<file path="src/rtl/spi_frame_tx.sv">
// Serial frame transmitter for the LED driver channel-update link.
// One-deep holding register feeding a 17-bit MSB-first shifter with an idle gap after each frame.
module spi_frame_tx #(
  parameter int CLK_DIV    = 4,
  parameter int GAP_CYCLES = 16
) (
  input  logic        clk,
  input  logic        rst_n,
  input  logic        wr_valid,
  input  logic [5:0]  wr_addr,
  input  logic [10:0] wr_value,
  output logic        wr_ready,
  output logic        s_clk,
  output logic        serial_out,
  output logic        busy,
  output logic        frame_done
);

  localparam int FRAME_BITS = 17;
  localparam int HW = (CLK_DIV > 1) ? $clog2(CLK_DIV) : 1;
  localparam int GW = $clog2(GAP_CYCLES + 1);
  localparam logic [HW-1:0] HALF_LAST = HW'(CLK_DIV - 1);
  localparam logic [GW-1:0] GAP_LAST  = GW'(GAP_CYCLES - 1);
  localparam logic [4:0]    BIT_LAST  = 5'(FRAME_BITS - 1);

  typedef enum logic [2:0] {
    IDLE  = 3'd0,
    SETUP = 3'd1,
    HIGH  = 3'd2,
    LOW   = 3'd3,
    GAP   = 3'd4
  } state_t;

  state_t                  state_r, state_s;
  logic [HW-1:0]           half_cnt_r, half_cnt_s;
  logic [GW-1:0]           gap_cnt_r, gap_cnt_s;
  logic [4:0]              bit_cnt_r, bit_cnt_s;
  // The frame MSB goes straight into serial_out on load, so the shifter keeps only the rest.
  logic [FRAME_BITS-2:0]   shift_r, shift_s;
  logic [FRAME_BITS-1:0]   hold_r, hold_s;
  logic                    ready_r, ready_s;
  logic                    sclk_r, sclk_s;
  logic                    sout_r, sout_s;
  logic                    busy_r, busy_s;
  logic                    done_r, done_s;
  logic                    half_end_s;

  assign wr_ready   = ready_r;
  assign s_clk      = sclk_r;
  assign serial_out = sout_r;
  assign busy       = busy_r;
  assign frame_done = done_r;

  // Next-state and next-output computation for the holding register and the frame sequencer.
  always_comb begin
    state_s    = state_r;
    half_cnt_s = half_cnt_r;
    gap_cnt_s  = gap_cnt_r;
    bit_cnt_s  = bit_cnt_r;
    shift_s    = shift_r;
    hold_s     = hold_r;
    ready_s    = ready_r;
    sclk_s     = sclk_r;
    sout_s     = sout_r;
    done_s     = 1'b0;
    half_end_s = (half_cnt_r == HALF_LAST);

    if (wr_valid && ready_r) begin
      hold_s  = {wr_addr, wr_value};
      ready_s = 1'b0;
    end else begin
      hold_s  = hold_r;
    end

    case (state_r)
      IDLE: begin
        if (!ready_r) begin
          shift_s    = hold_r[FRAME_BITS-2:0];
          sout_s     = hold_r[FRAME_BITS-1];
          bit_cnt_s  = 5'd0;
          half_cnt_s = '0;
          sclk_s     = 1'b0;
          ready_s    = 1'b1;
          state_s    = SETUP;
        end else begin
          state_s    = IDLE;
        end
      end
      SETUP, LOW: begin
        if (half_end_s) begin
          half_cnt_s = '0;
          sclk_s     = 1'b1;
          state_s    = HIGH;
        end else begin
          half_cnt_s = half_cnt_r + HW'(1);
        end
      end
      HIGH: begin
        if (half_end_s) begin
          half_cnt_s = '0;
          sclk_s     = 1'b0;
          if (bit_cnt_r == BIT_LAST) begin
            sout_s    = 1'b0;
            gap_cnt_s = '0;
            state_s   = GAP;
          end else begin
            sout_s    = shift_r[FRAME_BITS-2];
            shift_s   = {shift_r[FRAME_BITS-3:0], 1'b0};
            bit_cnt_s = bit_cnt_r + 5'd1;
            state_s   = LOW;
          end
        end else begin
          half_cnt_s = half_cnt_r + HW'(1);
        end
      end
      GAP: begin
        if (gap_cnt_r == GAP_LAST) begin
          gap_cnt_s = '0;
          done_s    = 1'b1;
          state_s   = IDLE;
        end else begin
          gap_cnt_s = gap_cnt_r + GW'(1);
        end
      end
      default: begin
        sclk_s  = 1'b0;
        sout_s  = 1'b0;
        state_s = IDLE;
      end
    endcase

    busy_s = (state_s != IDLE);
  end

  // State and output registers; reset drops the link to idle immediately and discards any held word.
  always_ff @(posedge clk or negedge rst_n) begin
    if (!rst_n) begin
      state_r    <= IDLE;
      half_cnt_r <= '0;
      gap_cnt_r  <= '0;
      bit_cnt_r  <= 5'd0;
      shift_r    <= '0;
      hold_r     <= '0;
      ready_r    <= 1'b1;
      sclk_r     <= 1'b0;
      sout_r     <= 1'b0;
      busy_r     <= 1'b0;
      done_r     <= 1'b0;
    end else begin
      state_r    <= state_s;
      half_cnt_r <= half_cnt_s;
      gap_cnt_r  <= gap_cnt_s;
      bit_cnt_r  <= bit_cnt_s;
      shift_r    <= shift_s;
      hold_r     <= hold_s;
      ready_r    <= ready_s;
      sclk_r     <= sclk_s;
      sout_r     <= sout_s;
      busy_r     <= busy_s;
      done_r     <= done_s;
    end
  end

endmodule

</file>
<file path="config.mk">
export PLATFORM = sky130hd
export DESIGN_NAME = spi_frame_tx
export DESIGN_NICKNAME = d
export VERILOG_FILES = /design/src/rtl/spi_frame_tx.sv
export SDC_FILE = /design/constraint.sdc
export NUM_CORES = 1
export LEC_CHECK = 0
export ABC_AREA = 1
export BUFFER_PORTS_ARGS = -buffer_cell sky130_fd_sc_hd__buf_2
export CAP_MARGIN = 25
export CELL_PAD_IN_SITES_DETAIL_PLACEMENT = 2
export CELL_PAD_IN_SITES_GLOBAL_PLACEMENT = 2
export CORE_UTILIZATION = 35
export DETAILED_ROUTE_END_ITERATION = 16
export PLACE_DENSITY_LB_ADDON = 0.1
export SYNTH_ARGS = -nofsm -noshare
export SYNTH_HDL_FRONTEND = slang
export SYNTH_SLANG_ARGS = --single-unit
export TNS_END_PERCENT = 20
</file>
<file path="constraint.sdc">
create_clock -name clk -period 2.1 [get_ports clk]
set_clock_uncertainty 0.1 [all_clocks]
set_input_delay 0.105 -clock clk [delete_from_list [all_inputs] [get_ports clk]]
set_output_delay 0.105 -clock clk [all_outputs]
set_load 0.02 [all_outputs]
</file>
==> metrics.cfg <==
[status]
status=finished clean

[clock_network]
cts_sinks=53
cts_tree=done
root_buffer=clkbuf_8
clkTransAtPathRegs_ps=100
ctsHtreeMaxLevel=2
postCtsSetupBuffers=0
clock_latency_ps=310
clk_path_buf_depth=2
cts_buffers=5

[grt]
grt_max_degree=32
use_met3=0.0314
top_usage_layer=met2
grt_overflow=0
antenna_found_initial=0
grt_pass1_vias=2357
grt_first_pass_wirelength_um=11200
grt_use_total=0.195
gr-usage-met2=0.343
grt_util_met1=0.250

[worst_setup_path]
start_kind=flip-flop
reg2regPathDepth=10
crit_fanout=21
crit_arrival_ps=1860
cp.required_ps=2200
cp-end-kind=flip-flop
reg2reg_to=shift_r[0]$_DFFE_PN0P_
rrSetupSlack_ps=350
rr_startpoint=bit_cnt_r[1]$_DFFE_PN0P_
worst-setup-path-type=reg2reg

[pwr]
p_per_area_nw_per_um2=1320
p_leak_uw=0.00157
power_uw=3990
irDropWorstVdd_v=0.000455

[routing]
wl_per_cell_um=14.9
avgViaCountPerCell=4.82
drt_iter0_drc=65
drc=0
wl_um=6480
vias=2093
drt.antenna.violating_nets=0
drtPass1Iterations=4

[floorplan]
start_util=0.366
die_y_um=86.8
die_w_um=86.8
num_io_pins=25
die_area_um2=7540
row_count=30
coreArea_um2=6870

[final_layout]
final_cells=434
antenna_cells=0
syn_to_final_growth_pct=20.2
fillCellCount=778
nNetsFinal=361
drive_above_1_share=0.178

[yosys]
syn_avg_cell_area_um2=8.65
synth_top_family_by_area=simple AND/OR/NAND/NOR gates
synthMuxAreaShare=0.0760
synthesis.nets=315
synth.distinct_cells=23
synthAdderAreaFrac=0.0199
synthSimpleGateAreaFrac=0.291
yosysSeqAreaShare=0.527
synthXorXnorAreaFrac=0.00348
ys_ff_latch=53
syn_inst=291
synth_compound_area_frac=0.0278
yosysWarnings=0
synth_area_um2=2520

[placed_design]
hpwl_um=4400
place_ws_ps=233
dp.cells=407
portBuffers=24
gp_congestion=0.751

[timing]
finalSetupViolCount=0
fmax_mhz=571
fin_ws_ps=348
fin_setup_tns_ps=0
hold_viol_final=0
fin_crit_ps=1750
slew_headroom=0.607
min_period_over_period=0.834
drv_slew=0
worst_pin_slew_ps=590
rsz0062_at_grt=false

[flow_run]
maxCapViolCount=0

[worst_hold_path]
hp-class=in2async

-- cells in the mapped netlist --
library cell / number / area, µm²
buf_6: 2 / 22.5
o21ai_0: 8 / 40.0
nand4_1: 2 / 12.5
nand2_1: 120 / 450
or2_2: 1 / 6.26
nand2_2: 1 / 6.26
nor2_2: 1 / 6.26
dfrtp_1: 52 / 1300
inv_1: 18 / 67.6
xor2_1: 1 / 8.76
mux2_2: 17 / 191
o31ai_1: 1 / 7.51
ha_1: 4 / 50.1
nor2_1: 10 / 37.5
buf_4: 4 / 30.0
o21bai_1: 1 / 7.51
nor3_1: 1 / 5.00
nand3_1: 37 / 185
dfstp_2: 1 / 26.3
inv_2: 2 / 7.51
nand2_4: 2 / 22.5
a21oi_1: 3 / 15.0
buf_2: 2 / 10.0
-- area by class of cell --
class | count | area (µm²) | area share
clock inverters | 2 | 13.8 | 0.00455
inverters | 20 | 77.6 | 0.0256
well taps | 96 | 120 | 0.0397
repair buffers | 47 | 353 | 0.117
flip-flops and latches | 53 | 1330 | 0.439
multi-input cells | 210 | 1060 | 0.351
clock buffers | 6 | 72.6 | 0.0240
-- cell usage in the layout (no fill, tap or decap), drive strengths merged, types with 4 or more instances in the layout --
cell type      n
mux2          17
o21ai          8
ha             4
dfrtp         52
nand3         37
clkbuf         6
nand2        123
nor2          11
dlygate4sd3   19
inv           21
buf           28
-- kinds of logic after synthesis --
family / Yosys count
compound gates: 13
simple gates: 175
fa+ha+maj: 4
mux: 17
flops: 53
buf+inv: 28
xor+xnor: 1
-- worst max-delay path by stage --
stage,from,end,cells past startpoint
detailed placement,half_cnt_r[0]$_DFFE_PN0P_,shift_r[0]$_DFFE_PN0P_,8
global route,half_cnt_r[0]$_DFFE_PN0P_,shift_r[6]$_DFFE_PN0P_,8
floorplan,bit_cnt_r[0]$_DFFE_PN0P_,bit_cnt_r[3]$_DFFE_PN0P_,11
global placement,half_cnt_r[0]$_DFFE_PN0P_,shift_r[0]$_DFFE_PN0P_,8
finish,bit_cnt_r[1]$_DFFE_PN0P_,shift_r[0]$_DFFE_PN0P_,10
CTS,half_cnt_r[0]$_DFFE_PN0P_,shift_r[0]$_DFFE_PN0P_,8
-- routing by layer --
layer  up-vias  share of wire
li1       1021              -
met2        16           0.50
met5         -              0
met1      1051           0.48
met4         0          0.010
met3         5          0.014
-- where the power goes --
part	internal (µW)	switching (µW)
combinational	631	1080
sequential	1430	252
clock	239	360
total	2300	1690
-- repair_timing --
item                                    in CTS  in global routing
endpoints found under the setup margin       0                  3
resized for setup                            0                  3
hold buffers                                19                  0
hold endpoints to repair                    40                  0
-- sequential cells by signal (all words and copies together) (netlist names) --
| name | flops |
|---|---|
| shift_r | 16 |
| bit_cnt_r | 5 |
| s_clk | 1 |
| serial_out | 1 |
| frame_done | 1 |
| hold_r | 17 |
| state_r | 3 |
| gap_cnt_r | 5 |
| half_cnt_r | 2 |
| busy | 1 |
| wr_ready | 1 |
-- worst max-delay path: stages (launching register included) --
cell and delay [ps]:
dfrtp_1 430, inv_1 60, ha_1 170, nand2_1 50, inv_1 50, nand2_1 90, nand2_1 130, nand2_4 230
nand2_8 170, nand2_1 100, nand2_1 60
-- stage by stage --
| stage | hold WS (ps) | area, µm² | utilization |
|---|---|---|---|
| final | 232 | 3030 | 0.440 |
| after global routing | 280 | 3030 | 0.440 |
| after CTS | 234 | 3010 | 0.439 |
| after detailed placement | 35.3 | 2740 | 0.399 |
| after global placement | 42.1 | 2740 | 0.399 |
| after floorplan | -291 | 2520 | - |
Power figures use the tool's default switching activity.
